`src/rtl/uart_pkg.sv`:
```
// Shared definitions for the configurable UART receiver: FSM encoding,
// frame-format limits and the parity helper.
package uart_pkg;

    typedef enum logic [2:0] {
        ST_IDLE,
        ST_START,
        ST_DATA,
        ST_PARITY,
        ST_STOP1,
        ST_STOP2,
        ST_BRK_WAIT
    } rx_state_e;

    localparam int MIN_PRESCALE = 6;
    localparam int MIN_DATA_LEN = 5;

    // Expected parity bit; unused data MSBs must be zero.
    function automatic logic parity_bit(input logic [31:0] data, input logic odd);
        return odd ? ~(^data) : (^data);
    endfunction

endpackage

```
`src/rtl/uart_rx_cfg_if.sv`:
```
// System-side word interface of the receiver.
// valid/ready: the receiver raises data_valid with P_DATA and the flags and holds
// them stable until the cycle after data_valid & data_ready are both high at posedge.
interface uart_rx_cfg_if #(
    parameter int DATA_WIDTH = 9
);
    logic [DATA_WIDTH-1:0] P_DATA;
    logic                  data_valid;
    logic                  data_ready;
    logic                  Parity_Error;
    logic                  Stop_Error;
    logic                  Break_Det;
    logic                  Overrun;

    modport master (
        output P_DATA, data_valid, Parity_Error, Stop_Error, Break_Det, Overrun,
        input  data_ready
    );

    modport slave (
        input  P_DATA, data_valid, Parity_Error, Stop_Error, Break_Det, Overrun,
        output data_ready
    );
endinterface

```
`src/rtl/uart_rx_sampler.sv`:
```
// Line front end: 2-flop synchroniser, per-bit edge counter, 3-sample
// majority vote and start-edge detection.
module uart_rx_sampler #(
    parameter int PRESC_W = 6
) (
    input  logic               CLK,
    input  logic               RST,
    input  logic               i_rx,
    input  logic               i_run,
    input  logic [PRESC_W-1:0] i_presc,
    output logic               o_rx_sync,
    output logic               o_start_edge,
    output logic               o_bit_val,
    output logic               o_bit_strobe,
    output logic               o_bit_end
);
    logic               r_sync1, r_sync2, r_sync3;
    logic               r_s0, r_s1;
    logic [PRESC_W-1:0] r_edge_cnt;
    logic [PRESC_W-1:0] w_half, w_pt0, w_pt2, w_last;

    assign w_half = i_presc >> 1;
    assign w_pt0  = w_half - PRESC_W'(1);
    assign w_pt2  = w_half + PRESC_W'(1);
    assign w_last = i_presc - PRESC_W'(1);

    assign o_rx_sync    = r_sync2;
    assign o_start_edge = r_sync3 & ~r_sync2;
    // Third sample is the live synced value, so the vote resolves in the P/2+1 cycle.
    assign o_bit_val    = (r_s0 & r_s1) | (r_s0 & r_sync2) | (r_s1 & r_sync2);
    assign o_bit_strobe = i_run && (r_edge_cnt == w_pt2);
    assign o_bit_end    = i_run && (r_edge_cnt == w_last);

    always_ff @(posedge CLK) begin
        if (RST) begin
            r_sync1    <= 1'b1;
            r_sync2    <= 1'b1;
            r_sync3    <= 1'b1;
            r_s0       <= 1'b1;
            r_s1       <= 1'b1;
            r_edge_cnt <= '0;
        end else begin
            r_sync1 <= i_rx;
            r_sync2 <= r_sync1;
            r_sync3 <= r_sync2;
            if (!i_run || o_bit_end) begin
                r_edge_cnt <= '0;
            end else begin
                r_edge_cnt <= r_edge_cnt + PRESC_W'(1);
            end
            if (i_run && r_edge_cnt == w_pt0) r_s0 <= r_sync2;
            if (i_run && r_edge_cnt == w_half) r_s1 <= r_sync2;
        end
    end
endmodule

```
`src/rtl/uart_rx_cfg.sv`:
```
// Configurable UART receiver: frame FSM, data assembly, parity/framing/break
// detection and a single-word holding register with overrun reporting.
module uart_rx_cfg
    import uart_pkg::*;
#(
    parameter int DATA_WIDTH = 9,
    parameter int PRESC_W    = 6,
    parameter int LEN_W      = 4
) (
    input  logic               CLK,
    input  logic               RST,
    input  logic               RX_IN,
    input  logic               PAR_EN,
    input  logic               PAR_TYP,
    input  logic               STOP2,
    input  logic [LEN_W-1:0]   data_len,
    input  logic [PRESC_W-1:0] Prescale,
    uart_rx_cfg_if.master      rx_if,
    output rx_state_e          o_dbg_state
);
    rx_state_e             r_state, w_state_nxt;
    logic                  r_par_en, r_par_typ, r_stop2;
    logic [LEN_W-1:0]      r_len, r_bit_cnt, w_len_cl;
    logic [PRESC_W-1:0]    r_presc, w_presc_cl;
    logic [DATA_WIDTH-1:0] r_shift;
    logic                  r_par_err, r_frm_err, r_all_zero;

    logic [DATA_WIDTH-1:0] r_p_data;
    logic                  r_valid, r_perr_o, r_serr_o, r_brk_o, r_overrun;

    logic w_rx_sync, w_start_edge, w_bit_val, w_bit_strobe, w_bit_end, w_run;
    logic w_last_bit, w_brk, w_done, w_done_ferr;

    always_comb begin
        w_len_cl = data_len;
        if (data_len < LEN_W'(MIN_DATA_LEN)) begin
            w_len_cl = LEN_W'(MIN_DATA_LEN);
        end else if (data_len > LEN_W'(DATA_WIDTH)) begin
            w_len_cl = LEN_W'(DATA_WIDTH);
        end
        w_presc_cl = (Prescale < PRESC_W'(MIN_PRESCALE)) ? PRESC_W'(MIN_PRESCALE) : Prescale;
    end

    assign w_run = (r_state != ST_IDLE) && (r_state != ST_BRK_WAIT);

    uart_rx_sampler #(.PRESC_W(PRESC_W)) u_sampler (
        .CLK          (CLK),
        .RST          (RST),
        .i_rx         (RX_IN),
        .i_run        (w_run),
        .i_presc      (r_presc),
        .o_rx_sync    (w_rx_sync),
        .o_start_edge (w_start_edge),
        .o_bit_val    (w_bit_val),
        .o_bit_strobe (w_bit_strobe),
        .o_bit_end    (w_bit_end)
    );

    assign w_last_bit  = (r_bit_cnt == r_len - LEN_W'(1));
    // Break: every slot up to and including the first stop bit voted low.
    assign w_brk       = (r_state == ST_STOP1) && w_bit_strobe && r_all_zero && !w_bit_val;
    assign w_done      = w_bit_strobe &&
                         (((r_state == ST_STOP1) && (w_brk || !r_stop2)) || (r_state == ST_STOP2));
    assign w_done_ferr = r_frm_err | ~w_bit_val;

    always_comb begin
        w_state_nxt = r_state;
        unique case (r_state)
            ST_IDLE:     if (w_start_edge) w_state_nxt = ST_START;
            ST_START: begin
                if (w_bit_strobe && w_bit_val) w_state_nxt = ST_IDLE;
                else if (w_bit_end)            w_state_nxt = ST_DATA;
            end
            ST_DATA:     if (w_bit_end && w_last_bit) w_state_nxt = r_par_en ? ST_PARITY : ST_STOP1;
            ST_PARITY:   if (w_bit_end) w_state_nxt = ST_STOP1;
            ST_STOP1: begin
                if (w_brk)                      w_state_nxt = ST_BRK_WAIT;
                else if (w_done)                w_state_nxt = ST_IDLE;
                else if (r_stop2 && w_bit_end)  w_state_nxt = ST_STOP2;
            end
            ST_STOP2:    if (w_bit_strobe) w_state_nxt = ST_IDLE;
            ST_BRK_WAIT: if (w_rx_sync) w_state_nxt = ST_IDLE;
            default:     w_state_nxt = ST_IDLE;
        endcase
    end

    always_ff @(posedge CLK) begin
        if (RST) r_state <= ST_IDLE;
        else     r_state <= w_state_nxt;
    end

    always_ff @(posedge CLK) begin
        if (RST) begin
            r_par_en   <= 1'b0;
            r_par_typ  <= 1'b0;
            r_stop2    <= 1'b0;
            r_len      <= LEN_W'(MIN_DATA_LEN);
            r_presc    <= PRESC_W'(MIN_PRESCALE);
            r_bit_cnt  <= '0;
            r_shift    <= '0;
            r_par_err  <= 1'b0;
            r_frm_err  <= 1'b0;
            r_all_zero <= 1'b0;
        end else begin
            unique case (r_state)
                ST_IDLE: begin
                    if (w_start_edge) begin
                        r_par_en   <= PAR_EN;
                        r_par_typ  <= PAR_TYP;
                        r_stop2    <= STOP2;
                        r_len      <= w_len_cl;
                        r_presc    <= w_presc_cl;
                        r_bit_cnt  <= '0;
                        r_shift    <= '0;
                        r_par_err  <= 1'b0;
                        r_frm_err  <= 1'b0;
                        r_all_zero <= 1'b1;
                    end
                end
                ST_DATA: begin
                    if (w_bit_strobe) begin
                        r_shift[r_bit_cnt] <= w_bit_val;
                        r_all_zero         <= r_all_zero & ~w_bit_val;
                    end
                    if (w_bit_end && !w_last_bit) r_bit_cnt <= r_bit_cnt + LEN_W'(1);
                end
                ST_PARITY: begin
                    if (w_bit_strobe) begin
                        r_par_err  <= w_bit_val != parity_bit(32'(r_shift), r_par_typ);
                        r_all_zero <= r_all_zero & ~w_bit_val;
                    end
                end
                ST_STOP1: if (w_bit_strobe) r_frm_err <= ~w_bit_val;
                default: ;
            endcase
        end
    end

    // Holding register: a completion coinciding with a handshake reloads in place.
    always_ff @(posedge CLK) begin
        if (RST) begin
            r_p_data  <= '0;
            r_valid   <= 1'b0;
            r_perr_o  <= 1'b0;
            r_serr_o  <= 1'b0;
            r_brk_o   <= 1'b0;
            r_overrun <= 1'b0;
        end else begin
            r_overrun <= 1'b0;
            if (w_done) begin
                if (!r_valid || rx_if.data_ready) begin
                    r_p_data <= w_brk ? '0 : r_shift;
                    r_perr_o <= r_par_err;
                    r_serr_o <= w_done_ferr;
                    r_brk_o  <= w_brk;
                    r_valid  <= 1'b1;
                end else begin
                    r_overrun <= 1'b1;
                end
            end else if (r_valid && rx_if.data_ready) begin
                r_valid <= 1'b0;
            end
        end
    end

    assign rx_if.P_DATA       = r_p_data;
    assign rx_if.data_valid   = r_valid;
    assign rx_if.Parity_Error = r_perr_o;
    assign rx_if.Stop_Error   = r_serr_o;
    assign rx_if.Break_Det    = r_brk_o;
    assign rx_if.Overrun      = r_overrun;
    assign o_dbg_state        = r_state;
endmodule
```
`src/flat_wrapper.sv`:
```
// flat-port wrapper written by rule: the top's interface ports become plain ports
module uart_rx_cfg_flat import uart_pkg::*;
#(
    parameter int DATA_WIDTH = 9,
    parameter int PRESC_W    = 6,
    parameter int LEN_W      = 4
)
  (CLK, RST, RX_IN, PAR_EN, PAR_TYP, STOP2, data_len, Prescale, o_dbg_state, rx_if_P_DATA, rx_if_data_valid, rx_if_Parity_Error, rx_if_Stop_Error, rx_if_Break_Det, rx_if_Overrun, rx_if_data_ready);
  uart_rx_cfg_if #(.DATA_WIDTH(DATA_WIDTH)) rx_if_i ();
  input  logic CLK;
  input  logic RST;
  input  logic RX_IN;
  input  logic PAR_EN;
  input  logic PAR_TYP;
  input  logic STOP2;
  input  logic [LEN_W-1:0] data_len;
  input  logic [PRESC_W-1:0] Prescale;
  output rx_state_e o_dbg_state;
  output wire logic [$bits(rx_if_i.P_DATA)-1:0] rx_if_P_DATA;
  output wire logic [$bits(rx_if_i.data_valid)-1:0] rx_if_data_valid;
  output wire logic [$bits(rx_if_i.Parity_Error)-1:0] rx_if_Parity_Error;
  output wire logic [$bits(rx_if_i.Stop_Error)-1:0] rx_if_Stop_Error;
  output wire logic [$bits(rx_if_i.Break_Det)-1:0] rx_if_Break_Det;
  output wire logic [$bits(rx_if_i.Overrun)-1:0] rx_if_Overrun;
  input wire logic [$bits(rx_if_i.data_ready)-1:0] rx_if_data_ready;
  assign rx_if_P_DATA = rx_if_i.P_DATA;
  assign rx_if_data_valid = rx_if_i.data_valid;
  assign rx_if_Parity_Error = rx_if_i.Parity_Error;
  assign rx_if_Stop_Error = rx_if_i.Stop_Error;
  assign rx_if_Break_Det = rx_if_i.Break_Det;
  assign rx_if_Overrun = rx_if_i.Overrun;
  assign rx_if_i.data_ready = rx_if_data_ready;
  uart_rx_cfg #(.DATA_WIDTH(DATA_WIDTH), .PRESC_W(PRESC_W), .LEN_W(LEN_W)) u_core (.CLK(CLK), .RST(RST), .RX_IN(RX_IN), .PAR_EN(PAR_EN), .PAR_TYP(PAR_TYP), .STOP2(STOP2), .data_len(data_len), .Prescale(Prescale), .rx_if(rx_if_i), .o_dbg_state(o_dbg_state));
endmodule
```
`config.mk`:
```
export PLATFORM = sky130hd
export DESIGN_NAME = uart_rx_cfg_flat
export DESIGN_NICKNAME = d
export VERILOG_FILES = /design/src/rtl/uart_pkg.sv /design/src/rtl/uart_rx_cfg_if.sv /design/src/rtl/uart_rx_sampler.sv /design/src/rtl/uart_rx_cfg.sv /design/src/flat_wrapper.sv
export SDC_FILE = /design/constraint.sdc
export NUM_CORES = 1
export LEC_CHECK = 0
export BUFFER_PORTS_ARGS = -buffer_cell sky130_fd_sc_hd__buf_2
export CORE_UTILIZATION = 53
export CTS_CLUSTER_DIAMETER = 120
export DETAILED_ROUTE_END_ITERATION = 12
export PLACE_DENSITY = 0.78
export SLEW_MARGIN = 10
export SYNTH_ARGS = -nofsm -noshare
export SYNTH_HDL_FRONTEND = slang
export SYNTH_HIERARCHICAL = 1
export SYNTH_SLANG_ARGS = --single-unit
```
`constraint.sdc`:
```
create_clock -name CLK -period 2.8 [get_ports CLK]
set_input_delay 0.7 -clock CLK [delete_from_list [all_inputs] [get_ports CLK]]
set_output_delay 0.7 -clock CLK [all_outputs]
set_load 0.005 [all_outputs]
```
## After elaboration in Yosys (flattened, before gate mapping)

Index checks and enable logic that the tools add are counted.

- Shift operators: 0
- $add $sub $neg: 6
- Mux-type cells: 38
- Reduce and logical (&&, ||, !) cells: 45
- Multiply operators: 0
- Order comparisons: 5
- Eq/ne operators: 26
- Div/mod/pow operators: 0
- Bitwise operators: 12

Operator list:

| operator | count |
|---|---|
| 3-bit 2-to-1 mux | 11 |
| 32-bit parity | 1 |
| 9-bit 2-to-1 mux | 3 |
| 3-bit one-hot mux with 7 select lines | 1 |
| 6-bit == test | 3 |
| 9-bit one-hot mux with 2 select lines | 1 |
| 1-bit logical AND | 16 |
| 4-bit 2-to-1 mux | 4 |
| 3-bit AND reduction | 5 |
| 2-bit by 1-bit inequality test with 1-bit output, second input constant | 7 |
| 1-bit 2-to-1 mux | 11 |
| 2-bit nonzero test | 5 |
| 9-bit bitwise mux | 1 |
| 3-bit == test, second input constant | 3 |
| 2-bit inequality test, second input constant | 4 |
| 4-bit one-hot mux with 2 select lines | 1 |
| 7-bit AND reduction | 1 |
| 5-bit by 1-bit adder with 6-bit output, second input constant | 1 |
| 6-bit by 1-bit adder with 6-bit output, second input constant | 1 |
| 3-bit by 2-bit == test with 1-bit output, second input constant | 2 |
| 6-bit by 5-bit == test with 1-bit output | 1 |
| 6-bit by 3-bit less-than comparator with 1-bit output, second input constant | 1 |
| 6-bit 2-to-1 mux | 1 |
| 1-bit one-hot mux with 2 select lines | 3 |
| other kinds (24) | 44 |

- Flip-flop bits (word level): 57
- Output and inout port bits: 17
- ROM bits: 0
- Bits in writable memories: 0
- Latch bits: 0
- Memories: 0
- Logic and storage cells: 155

## Depth between registers and ports, before layout

- Depth after elaboration: 13
- Depth in mapped cells: 13

## Cells and area by module

Netlist, hierarchy kept.

By module, submodules not included:

| module | instances | area each (sq um) | cells an instance | sequential area each (sq um) |
|---|---|---|---|---|
| uart_rx_cfg | 1 | 2366.0 | 281 | 920.9 |
| uart_rx_sampler | 1 | 959.7 | 109 | 220.2 |

## Least setup slack after synthesis

Ideal clock, no wire load.

- Path type: register to register
- Start: reg u_core.r_presc[1]
- End: reg u_core.r_state[0] (netlist: u_core/o_dbg_state[0])
- Slack: -0.210 ns
- Buffers on the path: 1
- Data arrival time: 2.937 ns
- Stages on the path, launching flop included: 13
- Clock period less this slack: 3.010 ns
- Cells stage by stage: dfxtp_1 buf_2 inv_1 ha_1 nor2b_2 o21ba_1 a211o_1 a211oi_4 and2_1 a21oi_2 a2111oi_4 mux2_4 nor3_2

- Elaborated cells on any way between the ends: 26
- Those cells by class: add/sub: 2; eq/ne: 7; mux: 4; reduce/logical: 13

RTL lines:

| item | line | source |
|---|---|---|
| start, declared | uart_rx_cfg.sv:24 | `logic [PRESC_W-1:0] r_presc, w_presc_cl;` |
| start signal, assigned | uart_rx_cfg.sv:98 | `r_presc <= PRESC_W'(MIN_PRESCALE);` |
| start signal, assigned | uart_rx_cfg.sv:112 | `r_presc <= w_presc_cl;` |
| 6-bit by 1-bit subtractor with 6-bit output * | uart_rx_sampler.sv:25 | `assign w_last = i_presc - PRESC_W'(1);` |
| 6-bit == test * | uart_rx_sampler.sv:32 | `assign o_bit_end = i_run && (r_edge_cnt == w_last);` |
| 1-bit logical AND * | uart_rx_sampler.sv:32 |  |
| via u_core.w_bit_end | uart_rx_cfg.sv:31 | `logic w_rx_sync, w_start_edge, w_bit_val, w_bit_strobe, w_bit_end, w_run;` |
| 1-bit logical AND, on equally long branches | uart_rx_cfg.sv:79, uart_rx_cfg.sv:74 |  |
| 4-bit by 2-bit inequality test with 1-bit output (no source line) or 2-bit by 1-bit inequality test with 1-bit output (tied branches) | - |  |
| 7-bit AND reduction (no source line) * | - |  |
| end signal, assigned | uart_rx_cfg.sv:89 | `else r_state <= w_state_nxt;` |
| end, declared | uart_rx_cfg.sv:21 | `rx_state_e r_state, w_state_nxt;` |

The timed path passes the listed nets; every way through them passes the cells marked *.
A chain may end at the register's enable or synchronous reset.

## Final worst setup path

- Start: reg u_core.r_presc[0]
- End: reg u_core.r_state[1] (netlist: u_core/o_dbg_state[1])

Same word-level chain as after synthesis.

==> impl_metrics.tcl <==
set metrics [dict create \
    postPlaceCellArea_sq_um 3540 \
    die_h_um 81.2 \
    slew_viol_final 0 \
    total_power_mw 2.52 \
    root_buffer "clkbuf_8" \
    syn_nets 417 \
    status "finished clean" \
    area_delta_synth_final_pct 14.7 \
    synth-async-reset-ratio_pct 0 \
    p_per_area_nw_per_um2 660 \
    routed_via_density 5.68 \
    synth_area_leaders "dfxtp_1 34%, xnor2_1 6.1%, a21oi_1 5.3%, xor2_1 4.2%, nand2_1 4.0%" \
    cts_tree "yes" \
    grt_max_degree 39 \
    grt_pass1_vias 2650 \
    cp-start-kind "flip-flop" \
    ant_nets 0 \
    period_share_pct 95.8 \
    grt_antenna_before_repair 0 \
    track_usage_pct 24.3 \
    drt-pass1-iter-count 4 \
    worst_slew_pin_slew_ns 0.705 \
    num_rows 28 \
    fmax_mhz 373 \
    synth-seq-area-share_pct 34.3 \
    cts.path.max_buffers 2 \
    cts_buffers 9 \
    io_buffers 33 \
    clkTransAtPathRegs_ns 0.07 \
    synth_edf_count 0 \
    synth_common_cells "57 x dfxtp_1, 35 x a21oi_1, 35 x nand2_1" \
    vias 2881 \
    yosysMostFrequentCell "dfxtp_1" \
    grt_pass1_wl_um 12200 \
    fin_ws_ns 0.119 \
    vdd_drop_max_uv 498 \
    final-setup-viol-count 0 \
    max-cap-violations 0 \
    place_congestion 0.867 \
    fp.dieW_um 81.2 \
    drc 0 \
    n_antenna_cell 0 \
    ys_ff_latch 57 \
    end_kind "flip-flop" \
    wl_um 7350 \
    finalHoldViolCount 0 \
    hold_slack_ns 0.421 \
    finClkSkew_ns 0.0166 \
    cp_max_fo 4 \
    post-place-ws_ns 0.0566 \
    rsz0062_at_grt "yes" \
    relSlewSlack_pct 53.0 \
    final_nets 454 \
    dp_hpwl_um 5220 \
    synth_area_leader_cell "dfxtp_1" \
    synthCells 390 \
    fin_crit_ns 2.68 \
    start_util_pct 55.5 \
    synth_cell_type_count 65 \
    synth_top_cell_area_share_pct 34.3 \
    hp-class "reg2reg" \
    synthesis.area_sq_um 3330 \
    cellLeakagePower_nw 1.51 \
    reg2reg_depth 12 \
    post-route-cell-area_sq_um 3810 \
    pin_count 34 \
    drive_gt1_share_pct 23.8 \
    min_delay_path_depth 1 \
    initialDrtViolationCount 212 \
    required_ns 3.05 \
    cts.sinks 57 \
    synth-warning-count 6 \
    wire_per_inst_um 14.5 \
    crit_type "reg2reg" \
    cts-htree-levels 3 \
    overflow 0 \
    die_area_sq_um 6600 \
    clk_latency_ns 0.34 \
    cp.arrival_ns 2.93 \
    avgSynthCellArea_sq_um 8.53 \
    core-area_sq_um 5990 \
    synth-main-ff-cell "dfxtp_1" \
]
## flip-flops by register name, summed over array words and instances, names as in the netlist, 3 cells and up
register / count
u_core/r_shift: 9
u_core/r_presc: 6
u_core/u_sampler/r_edge_cnt: 6
u_core/rx_if.P_DATA: 9
u_core/r_bit_cnt: 4
u_core/o_dbg_state: 3
u_core/r_len: 4
## logic make-up after synthesis
group / synth area share (%)
buffers and inverters: 5.79
AND/OR/NAND/NOR: 25.4
flip-flops: 34.3
adder cells (fa/ha/maj): 4.06
AO/OA/AOI/OAI: 18.7
multiplexers: 1.39
XOR/XNOR: 10.3
## layer usage
metal / vias to the layer above / share of wire [%] / GRT usage (%)
li1: 1433 / - / -
met1: 1377 / 47 / 30.6
met2: 67 / 47 / 40.5
met3: 4 / 4.5 / 6.52
met4: 0 / 0.88 / 6.79
met5: - / 0 / 0
## cell usage in the layout (no fill, tap or decap), drive strengths merged, types with 3 or more instances in the layout
cell	count
a211o	4
a211oi	4
a21oi	36
a22oi	9
and3	4
buf	50
clkbuf	9
clkinv	3
dfxtp	57
ha	10
inv	13
nand2	35
nand2b	13
nand3	13
nand3b	3
nand4b	3
nor2	31
nor2b	9
nor3	17
nor3b	6
o21ai	16
o22ai	3
or2	3
or3	4
xnor2	23
xor2	16
## metrics by stage
step	setup TNS [ns]	cells	util [%]
floorplan	0	390	-
detailed placement	0	488	59.1
finish	0	507	63.7
global route	-0.0311	507	63.7
CTS	0	504	62.5
global placement	0	488	59.1
## layout make-up
cell class	count	area [sq um]
clock buffers	9	124
flip-flops and latches	57	1150
clock inverters	7	77.6
fillers	522	2180
inverters	11	41.3
repair buffers	50	293
multi-input cells	298	2040
well taps	75	93.8
## worst paths after layout
check / startpoint / endpoint / slack (ns)
max: u_core/r_presc[0] / u_core/o_dbg_state[1] / 0.12
min: u_core/u_sampler/r_sync1 / u_core/u_sampler/o_rx_sync / 0.42
max reg2reg: u_core/r_presc[0] / u_core/o_dbg_state[1] / 0.12
min reg2reg: u_core/u_sampler/r_sync1 / u_core/u_sampler/o_rx_sync / 0.42
## report_power, final
part	total, mW	switching, mW	internal [mW]	leakage (nW)
combinational	0.809	0.429	0.379	0.951
clock	0.775	0.357	0.418	0.100
sequential	0.933	0.0718	0.861	0.462
total	2.52	0.858	1.66	1.51
## worst max-delay path, cell delays in order (launching register included)
cell	delay, ns
dfxtp_4	0.37
inv_1	0.08
ha_4	0.18
nor2b_2	0.16
o21ba_1	0.18
a211o_1	0.30
a211oi_4	0.23
and2_4	0.19
a21oi_2	0.08
a2111oi_4	0.40
buf_4	0.19
nor2_1	0.05
a211oi_2	0.19
## timing repair
item / in CTS / in global routing
setup buffers: 0 / 3
resized for setup: 0 / 13
hold buffers: 0 / 0
endpoints found under the setup margin: 0 / 24
Power figures use the tool's default switching activity.
